**src/rtl/mem_stage_pkg.sv**
```systemverilog
// Shared CPU definitions: pipeline bus layouts, load types and exception codes.
// Bus widths are derived from the structs so producer and consumer cannot drift.
package mem_stage_pkg;

    localparam logic [4:0] EXC_INT  = 5'h00;
    localparam logic [4:0] EXC_MOD  = 5'h01;
    localparam logic [4:0] EXC_TLBL = 5'h02;
    localparam logic [4:0] EXC_TLBS = 5'h03;
    localparam logic [4:0] EXC_ADEL = 5'h04;
    localparam logic [4:0] EXC_ADES = 5'h05;
    localparam logic [4:0] EXC_SYS  = 5'h08;
    localparam logic [4:0] EXC_BP   = 5'h09;
    localparam logic [4:0] EXC_RI   = 5'h0a;
    localparam logic [4:0] EXC_OV   = 5'h0c;

    typedef struct packed {
        logic b;
        logic bu;
        logic h;
        logic hu;
        logic w;
        logic l;
        logic r;
    } ld_type_t;

    localparam ld_type_t LD_NONE = 7'b0000000;
    localparam ld_type_t LD_B    = 7'b1000000;
    localparam ld_type_t LD_BU   = 7'b0100000;
    localparam ld_type_t LD_H    = 7'b0010000;
    localparam ld_type_t LD_HU   = 7'b0001000;
    localparam ld_type_t LD_W    = 7'b0000100;
    localparam ld_type_t LD_L    = 7'b0000010;
    localparam ld_type_t LD_R    = 7'b0000001;

    typedef struct packed {
        logic        res_from_mem;
        logic        mem_req;
        logic        ex;
        logic        eret_flush;
        logic        mfc0_op;
        logic        mtc0_op;
        logic [4:0]  excode;
        logic [31:0] badvaddr;
        logic [7:0]  c0_addr;
        logic [3:0]  byte_oh;
        logic [31:0] rt_value;
        ld_type_t    ld;
        logic        gr_we;
        logic [4:0]  dest;
        logic [31:0] alu_result;
        logic [31:0] pc;
    } es_to_ms_t;

    typedef struct packed {
        logic        ex;
        logic        eret_flush;
        logic        mfc0_op;
        logic        mtc0_op;
        logic [4:0]  excode;
        logic [31:0] badvaddr;
        logic [7:0]  c0_addr;
        logic        gr_we;
        logic [4:0]  dest;
        logic [31:0] result;
        logic [31:0] pc;
    } ms_to_ws_t;

    typedef struct packed {
        logic        rf_we;
        logic        rf_wdata_valid;
        logic [4:0]  dest;
        logic [31:0] result;
    } ms_to_ds_t;

    localparam int ES_TO_MS_BUS_WD = $bits(es_to_ms_t);
    localparam int MS_TO_WS_BUS_WD = $bits(ms_to_ws_t);
    localparam int MS_TO_DS_BUS_WD = $bits(ms_to_ds_t);

endpackage

```
**src/rtl/mem_stage_load_align.sv**
```systemverilog
// Load data extraction by byte offset and type; lwl/lwr register merge is
// built only when MEM_UNALIGNED_LR_EN is defined, otherwise they return rdata.
module mem_load_align
    import mem_stage_pkg::*;
(
    input  logic [31:0] rdata,
    input  logic [31:0] rt,
    input  logic [1:0]  offset,
    input  ld_type_t    ld,
    output logic [31:0] result
);

    logic [7:0]  rd_byte;
    logic [15:0] rd_half;
    logic [31:0] lwl_res;
    logic [31:0] lwr_res;

    always_comb begin
        rd_byte = rdata[7:0];
        unique case (offset)
            2'd0: rd_byte = rdata[7:0];
            2'd1: rd_byte = rdata[15:8];
            2'd2: rd_byte = rdata[23:16];
            2'd3: rd_byte = rdata[31:24];
        endcase
        rd_half = offset[1] ? rdata[31:16] : rdata[15:0];
    end

`ifdef MEM_UNALIGNED_LR_EN
    always_comb begin
        lwl_res = rdata;
        lwr_res = rdata;
        unique case (offset)
            2'd0: begin
                lwl_res = {rdata[7:0], rt[23:0]};
                lwr_res = rdata;
            end
            2'd1: begin
                lwl_res = {rdata[15:0], rt[15:0]};
                lwr_res = {rt[31:24], rdata[31:8]};
            end
            2'd2: begin
                lwl_res = {rdata[23:0], rt[7:0]};
                lwr_res = {rt[31:16], rdata[31:16]};
            end
            2'd3: begin
                lwl_res = rdata;
                lwr_res = {rt[31:8], rdata[31:24]};
            end
        endcase
    end
`else
    logic unused_lr;
    assign unused_lr = ^{ld.l, ld.r, rt};
    assign lwl_res   = rdata;
    assign lwr_res   = rdata;
`endif

    always_comb begin
        result = rdata;
        unique case (1'b1)
            ld.b:    result = {{24{rd_byte[7]}}, rd_byte};
            ld.bu:   result = {24'd0, rd_byte};
            ld.h:    result = {{16{rd_half[15]}}, rd_half};
            ld.hu:   result = {16'd0, rd_half};
            ld.w:    result = rdata;
            ld.l:    result = lwl_res;
            ld.r:    result = lwr_res;
            default: result = rdata;
        endcase
    end

endmodule

```
**src/rtl/mem_stage.sv**
```systemverilog
// Memory stage: holds one instruction, waits for its data response and
// drops responses belonging to requests orphaned by a commit flush.
module mem_stage
    import mem_stage_pkg::*;
#(
    parameter int DISCARD_CNT_W = 2
)
(
    input  logic                       clk,
    input  logic                       resetn,
    input  logic                       ws_allowin,
    output logic                       ms_allowin,
    input  logic                       es_to_ms_valid,
    input  logic [ES_TO_MS_BUS_WD-1:0] es_to_ms_bus,
    output logic                       ms_to_ws_valid,
    output logic [MS_TO_WS_BUS_WD-1:0] ms_to_ws_bus,
    output logic [MS_TO_DS_BUS_WD-1:0] ms_to_ds_bus,
    output logic                       ms_to_es_ex,
    output logic                       ms_to_es_mtc0,
    input  logic                       ms_flush,
    input  logic                       data_data_ok,
    input  logic [31:0]                data_rdata
);

    es_to_ms_t                ms_bus;
    logic                     ms_valid;
    logic                     data_got;
    logic [31:0]              data_buf;
    logic [DISCARD_CNT_W-1:0] discard_cnt;

    logic        cnt_zero;
    logic        cnt_max;
    logic        rsp_hit;
    logic        ms_ready_go;
    logic        capture;
    logic        cnt_inc;
    logic        cnt_dec;
    logic [31:0] load_rdata;
    logic [31:0] load_result;
    logic [31:0] final_result;
    ms_to_ws_t   ws_bus;
    ms_to_ds_t   ds_bus;
    logic        unused_oh;

    assign unused_oh = ^ms_bus.byte_oh;

    assign cnt_zero = (discard_cnt == '0);
    assign cnt_max  = (discard_cnt == {DISCARD_CNT_W{1'b1}});

    // A response counts only if no orphaned request is still in flight.
    assign rsp_hit = data_data_ok && cnt_zero && ms_valid
                   && ms_bus.mem_req && !data_got;

    assign ms_ready_go = ms_bus.ex || !ms_bus.mem_req
                       || data_got || rsp_hit;
    assign ms_allowin     = !ms_valid || (ms_ready_go && ws_allowin);
    assign ms_to_ws_valid = ms_valid && ms_ready_go;
    assign capture        = es_to_ms_valid && ms_allowin;

    assign cnt_inc = ms_flush && ms_valid && ms_bus.mem_req
                   && !data_got && !data_data_ok;
    assign cnt_dec = data_data_ok && !cnt_zero;

    assign load_rdata = data_got ? data_buf : data_rdata;

    mem_load_align u_align (
        .rdata  (load_rdata),
        .rt     (ms_bus.rt_value),
        .offset (ms_bus.alu_result[1:0]),
        .ld     (ms_bus.ld),
        .result (load_result)
    );

    assign final_result = ms_bus.res_from_mem ? load_result
                                              : ms_bus.alu_result;

    always_comb begin
        ws_bus            = '0;
        ws_bus.ex         = ms_bus.ex;
        ws_bus.eret_flush = ms_bus.eret_flush;
        ws_bus.mfc0_op    = ms_bus.mfc0_op;
        ws_bus.mtc0_op    = ms_bus.mtc0_op;
        ws_bus.excode     = ms_bus.excode;
        ws_bus.badvaddr   = ms_bus.badvaddr;
        ws_bus.c0_addr    = ms_bus.c0_addr;
        ws_bus.gr_we      = ms_bus.gr_we;
        ws_bus.dest       = ms_bus.dest;
        ws_bus.result     = final_result;
        ws_bus.pc         = ms_bus.pc;
    end

    always_comb begin
        ds_bus                = '0;
        ds_bus.rf_we          = ms_valid && ms_bus.gr_we;
        ds_bus.rf_wdata_valid = ms_to_ws_valid && !ms_bus.mfc0_op;
        ds_bus.dest           = ms_bus.dest;
        ds_bus.result         = final_result;
    end

    assign ms_to_ws_bus  = ws_bus;
    assign ms_to_ds_bus  = ds_bus;
    assign ms_to_es_ex   = ms_valid && (ms_bus.ex || ms_bus.eret_flush);
    assign ms_to_es_mtc0 = ms_valid && ms_bus.mtc0_op;

    always_ff @(posedge clk or negedge resetn) begin
        if (!resetn) begin
            ms_valid    <= 1'b0;
            ms_bus      <= '0;
            data_got    <= 1'b0;
            data_buf    <= 32'd0;
            discard_cnt <= '0;
        end else begin
            if (ms_flush)
                ms_valid <= 1'b0;
            else if (ms_allowin)
                ms_valid <= es_to_ms_valid;

            if (capture)
                ms_bus <= es_to_ms_bus;

            if (capture)
                data_got <= 1'b0;
            else if (rsp_hit)
                data_got <= 1'b1;

            if (rsp_hit)
                data_buf <= data_rdata;

            if (cnt_inc && !cnt_dec && !cnt_max)
                discard_cnt <= discard_cnt + 1'b1;
            else if (cnt_dec && !cnt_inc)
                discard_cnt <= discard_cnt - 1'b1;
        end
    end

endmodule
```
**config.mk**
```make
export PLATFORM = sky130hd
export DESIGN_NAME = mem_stage
export DESIGN_NICKNAME = d
export VERILOG_FILES = /design/src/rtl/mem_stage_pkg.sv /design/src/rtl/mem_stage_load_align.sv /design/src/rtl/mem_stage.sv
export SDC_FILE = /design/constraint.sdc
export NUM_CORES = 1
export LEC_CHECK = 0
export ABC_CLOCK_PERIOD_IN_PS = 2100
export CAP_MARGIN = 20
export CORE_MARGIN = 3
export CORE_UTILIZATION = 40
export DETAILED_ROUTE_END_ITERATION = 8
export GPL_TIMING_DRIVEN = 1
export PLACE_DENSITY = 0.8
export SLEW_MARGIN = 15
export SYNTH_ARGS = -nofsm -noshare
export SYNTH_HDL_FRONTEND = slang
export SYNTH_SLANG_ARGS = --single-unit
```
**constraint.sdc**
```tcl
create_clock -name clk -period 2.1 [get_ports clk]
set_clock_uncertainty 0.15 [all_clocks]
set_input_delay 0.21 -clock clk [delete_from_list [all_inputs] [get_ports clk]]
set_output_delay 0.21 -clock clk [all_outputs]
set_load 0.01 [all_outputs]
```
==> impl_metrics.csv, run 1 <==
group,metric,value,unit
synthesis,synth_most_common_cell,"nand2_1",
power,cellLeakagePower,0.006467,uW
timing,rsz0062_at_grt,"true",
routing,drc_errors,0,
timing,relSlewSlack,67.93,%
power,power.total,12080,uW
outcome,run_status,"complete, but fails checks",
layout,syn_to_final_growth,72.26,%
clock_network,htreeDepth,4,
timing,worst_slack,-0.6199,ns
synthesis,synth_top_area_cell,"dfrtp_1",
routing,dr.pass1.iters,5,
placement,io_buffers,324,
clock_network,cts_tree,"built",
synthesis,synthMuxAreaShare,10.19,%
timing,post-route-min-period,2.720,ns
synthesis,netlist_area,8917,um^2
grt,grt_pass1_wl,52230,um
synthesis,synth_fa_ha_area_share,0,%
synthesis,synth_compound_area_share,15.08,%
layout,nets,1488,
routing,dr.first_iter.drc_count,529,
routing,vias,8983,
timing,setup_viol,192,
synthesis,syn_inst,974,
worst_setup_path,worstPathArrival,2.36,ns
floorplanning,io_pins,364,
timing,min_period_over_period,129.5,%
routing,routed_via_density,5.711,
floorplanning,initial_core_util,41.50,%
timing,hold_slack,0.05612,ns
timing,tightest_slew,0.4810,ns
floorplanning,core,21490,um^2
clock_network,clkSinkCount,161,
grt,grt_pass1_vias,9154,
worst_setup_path,critPathLaunchType,"flop",
worst_setup_path,worstPathRequired,1.74,ns
grt,grt_max_degree,67,
placement,place.gp.congestion,0.9410,
floorplanning,fp.dieArea,24120,um^2
layout,fill_cells,1410,
grt,grtUsageTotal,27.65,%
grt,antenna_found_initial,2,
synthesis,synth-seq-area-share,45.18,%
clock_network,cts_root_buffer,"clkbuf_16",
clock_network,clk_latency,0.42,ns
grt,grt_overflow,0,
synthesis,synth_top_area_share,45.18,%
clock_network,clkTransAtPathRegs,0.07,ns
timing,fin_setup_tns,-70.83,ns
floorplanning,std_cell_rows,53,
routing,routedWlPerCell,24.27,um
worst_setup_path,reg2reg_depth,13,
synthesis,yosysWarnings,0,
routing,wirelength,38170,um
layout,drive_above_1_share,39.29,%
job,maxCapViolCount,0,
synthesis,syn_avg_cell_area,9.155,um^2
synthesis,synthFlopType,"dfrtp_1",
hold_path,min_path_cells,3,
synthesis,synth.area.top_cells,"dfrtp_1, nand2_1, buf_4, o22ai_1, mux2_2",
synthesis,synth-async-reset-ratio,100.0,%
timing,drv_slew,0,
power,power.density,786.4,nW/um^2
synthesis,synth_edf_count,0,
worst_setup_path,crit_fanout,7,
hold_path,hold_path_class,"primary input to flop",
outcome,violations,"negative setup slack",
synthesis,syn_nets,1176,
worst_setup_path,path_class,"flop to output port",
synthesis,synth-seq-cells,161,
layout,num_antenna_cells,0,
synthesis,synth_top_family_by_area,"buffers and inverters",
synthesis,netlist_top_cells_count,"nand2_1, dfrtp_1, buf_4, o22ai_1, clkbuf_1",
clock_network,numCtsBuffers,17,
worst_setup_path,worstSetupEndpointType,"output port",
floorplanning,die_width,155.3,um
layout,utilization,71.49,%
placement,dp_worst_setup_slack,-0.6999,ns
power,vdd_drop_max,520.6,uV
clock_network,cts_buffer_depth,2,
synthesis,synth_xor_area_share,0,%
placement,hpwl,22030,um
routing,drtAntennaViolNets,0,
synthesis,synth.distinct_cells,45,
timing,hold_viol,0,
timing,max_freq,0.3677,GHz
floorplanning,die_h,155.3,um
synthesis,synthSimpleGateAreaFrac,14.45,%
area by class of cell:
class / instances / area, um^2 / area share, %
Inverter: 5 / 18.77 / 0.1222
Tap cell: 275 / 344.1 / 2.240
Clock buffer: 18 / 439.2 / 2.859
Timing Repair Buffer: 498 / 5398 / 35.14
Multi-Input combinational cell: 603 / 4980 / 32.42
Clock inverter: 13 / 150.1 / 0.9774
Sequential cell: 161 / 4031 / 26.24
final timing paths:
kind / from / end / slack (ns)
hold reg to reg: data_buf[19] / data_buf[19] / 0.36
max in group asynchronous: resetn / ms_to_ws_bus[77] / 1.03
setup reg to reg: data_got / ms_to_ws_bus[20] / -0.37
setup / recovery: data_got / ms_to_ds_bus[22] / -0.62
min in group asynchronous: resetn / ms_bus[50] / 0.16
hold / removal: es_to_ms_valid / ms_valid / 0.06
metrics by stage:
step	area, um^2	std cells
finish	15360	1573
global route	15360	1573
CTS	14210	1548
detailed placement	12250	1464
global placement	12250	1464
floorplan	9081	974
power breakdown:
group	total, uW	internal (uW)	switching [uW]
clock network	3200	1810	1390
logic	4810	2580	2220
registers	4070	3660	416
total	12100	8050	4030
cells in the final DEF (no fill, tap or decap), drive strengths merged, types with 2 or more instances in the layout:
master / count
a211oi: 3
a21oi: 22
a22oi: 2
a31oi: 7
a32oi: 2
and2: 2
buf: 226
bufinv: 2
clkbuf: 33
clkdlybuf4s50: 255
clkinv: 3
dfrtp: 161
inv: 12
mux2: 44
mux2i: 22
mux4: 8
nand2: 258
nand2b: 6
nand3b: 3
nor2: 39
nor2b: 4
nor3: 2
nor3b: 2
o21a: 6
o21ai: 14
o22a: 17
o22ai: 126
or2: 2
worst max-delay path: stages (launching register included):
cell and delay, ns:
dfrtp_2 0.43, mux4_2 0.55, mux2i_4 0.22, o211ai_4 0.14, buf_12 0.16, buf_6 0.11
o22a_4 0.21, buf_6 0.13
layer usage:
metal	wire length [um]	GRT usage, %	part of all wire, %
met1	13350	31.84	35
met2	19410	48.40	51
met3	3279	8.178	8.6
met4	2114	10.88	5.5
met5	22	0	0.058
state kept, by name, summed over array words and instances (netlist names):
name,flops
ms_to_ws_bus,82
ms_bus,38
data_buf,32
ms_to_ds_bus,5
discard_cnt,2
data_got,1
ms_valid,1
cell families (layout without fill, tap and decap cells):
group,count (synthesis),after routing
muxes,74,74
and+or+nand+nor,322,322
buffers and inverters,210,534
AOI/OAI and AO/OA,207,207
DFF,161,161
repair_timing:
| action | in CTS | in global routing |
|---|---|---|
| setup endpoints to repair | 190 | 226 |
| hold buffers | 1 | 0 |
| resized for setup | 421 | 174 |
| buffers inserted | 35 | 19 |
| hold endpoints to repair | 146 | 0 |
| pin swaps | 17 | 115 |
| gates cloned | 17 | 15 |
(Power assumes the default switching activity.)
==> run 2, diff against run 1 <==
--- a/config.mk
+++ b/config.mk
@@ -12,6 +12,7 @@
 export DETAILED_ROUTE_END_ITERATION = 8
 export GPL_TIMING_DRIVEN = 1
 export PLACE_DENSITY = 0.8
+export SKIP_CTS_REPAIR_TIMING = 1
 export SLEW_MARGIN = 15
 export SYNTH_ARGS = -nofsm -noshare
 export SYNTH_HDL_FRONTEND = slang
==> impl_metrics.csv, run 2 (synthesized netlist as in run 1, its figures left out) <==
group,metric,value,unit
outcome,run_status,"complete, but fails checks",
outcome,violations,"negative setup slack",
floorplanning,fp.dieArea,24120,um^2
grt,grt_pass1_wl,46000,um
grt,grt_overflow,0,
routing,routedWlPerCell,22.42,um
worst_setup_path,rr_endpoint,"ms_to_ws_bus[11]",
timing,post-route-min-period,2.732,ns
layout,largest_reg_flops,82,
floorplanning,die_h,155.3,um
worst_setup_path,reg2reg_depth,12,
worst_setup_path,worstPathArrival,2.37,ns
routing,vias,8701,
routing,dr.pass1.iters,5,
job,maxCapViolCount,0,
worst_setup_path,worstSetupEndpointType,"output port",
grt,grtUsageTotal,24.22,%
routing,routed_via_density,5.606,
floorplanning,core,21490,um^2
clock_network,cts_buffer_depth,2,
timing,setup_viol,177,
grt,grt_pass1_vias,8205,
timing,max_freq,0.3661,GHz
clock_network,clk_latency,0.42,ns
worst_setup_path,critPathLaunchType,"flop",
placement,place.gp.congestion,0.9410,
timing,relSlewSlack,68.48,%
timing,min_period_over_period,130.1,%
worst_setup_path,cp_slowest_cell,"mux4_2",
worst_setup_path,timing.reg2reg.setup_slack,-0.14,ns
placement,hpwl,22030,um
worst_setup_path,path_cells,"mux4_2 > mux2i_4 > buf_6 > or2_4 > buf_6 > buf_6 > a31oi_4 > buf_2",
timing,drv_slew,0,
layout,stdcell_count,1552,
timing,worst_slack,-0.6318,ns
worst_setup_path,r2r_start,"data_got",
placement,io_buffers,324,
timing,hold_viol,0,
floorplanning,initial_core_util,41.50,%
worst_setup_path,crit_fanout,5,
layout,nets,1466,
routing,drtAntennaViolNets,0,
clock_network,numCtsBuffers,17,
worst_setup_path,critPathMaxStageDelay,0.56,ns
worst_setup_path,startpoint,"data_got",
routing,wirelength,34790,um
layout,drive_above_1_share,36.29,%
worst_setup_path,path_class,"flop to output port",
placement,placedCellCount,1464,
timing,rsz0062_at_grt,"true",
hold_path,hold_path_class,"primary input to flop",
power,power.density,800.8,nW/um^2
power,vdd_drop_max,515.2,uV
grt,antenna_found_initial,2,
floorplanning,std_cell_rows,53,
clock_network,clkSinkCount,161,
routing,drc_errors,0,
layout,layout_common_cells,"nand2_1, clkdlybuf4s50_1, dfrtp_1, o22ai_2, buf_4",
clock_network,cts_root_buffer,"clkbuf_16",
worst_setup_path,endpoint,"ms_to_ws_bus[41]",
floorplanning,io_pins,364,
power,cellLeakagePower,0.006296,uW
timing,fin_setup_tns,-44.10,ns
clock_network,cts_tree,"built",
clock_network,htreeDepth,4,
layout,utilization,67.48,%
layout,syn_to_final_growth,62.58,%
floorplanning,die_width,155.3,um
clock_network,clkTransAtPathRegs,0.06,ns
worst_setup_path,cp_common_cell,"buf_6",
timing,tightest_slew,0.4728,ns
routing,dr.first_iter.drc_count,533,
grt,grt_max_degree,67,
worst_setup_path,worstPathRequired,1.74,ns
layout,layout_commonest_cell,"nand2_1",
## run 2: stage by stage
step           setup slack [ns]  power, uW  hold slack (ns)  cell area (um^2)
2_1_floorplan          -0.06275       6187          -0.2356              9081
3_3_place_gp            -0.6599       7782          0.03447             12250
3_5_place_dp            -0.6999       7896          0.03260             12250
4_1_cts                  -1.008      11100          -0.4284             12840
5_1_grt                 -0.7007      12110          0.07820             14500
6_report                -0.6318      11610          0.05215             14500
## run 2: layout make-up
| cell class | count | area, um^2 |
|---|---|---|
| sequential | 161 | 4031 |
| clock buffer | 18 | 439.2 |
| clock inverter | 13 | 150.1 |
| inverter | 5 | 18.77 |
| timing repair buffer | 476 | 4871 |
| multi-input combinational | 603 | 4641 |
| fill | 1554 | 6988 |
| antenna | 1 | 2.502 |
| tap | 275 | 344.1 |
## run 2: power breakdown
| group | leakage, uW | total, uW | switching [uW] | internal [uW] |
|---|---|---|---|---|
| clock | 0.000290 | 3200 | 1390 | 1810 |
| combinational | 0.00402 | 4360 | 2030 | 2330 |
| sequential | 0.00199 | 4060 | 401 | 3660 |
## run 2: how the worst min path moves through the flow
stage                         startpoint  slack [ns]     endpoint  cells after the start
final                     es_to_ms_valid        0.05     ms_valid                      3
after global routing      es_to_ms_valid        0.08     ms_valid                      3
after global placement            resetn        0.03   ms_bus[50]                      1
after detailed placement          resetn        0.03   ms_bus[50]                      1
after floorplan                   resetn       -0.24  data_buf[0]                      0
after CTS                         resetn       -0.43   ms_bus[50]                      1
## run 2: metal layers
| layer | up-vias | track usage [%] | wire length, um |
|---|---|---|---|
| met5 | - | 0 | 20 |
| met4 | 2 | 8.670 | 1591 |
| met3 | 98 | 7.538 | 2893 |
| met2 | 463 | 40.71 | 17650 |
| met1 | 4315 | 29.44 | 12640 |
| li1 | 3823 | - | - |
## run 2: worst max-delay path: cells and delay by family (launching register included)
family | cells | cell delay [ns]
compound gates | 1 | 0.07
flops | 1 | 0.46
buf+inv | 4 | 0.49
mux | 2 | 0.78
simple gates | 1 | 0.16
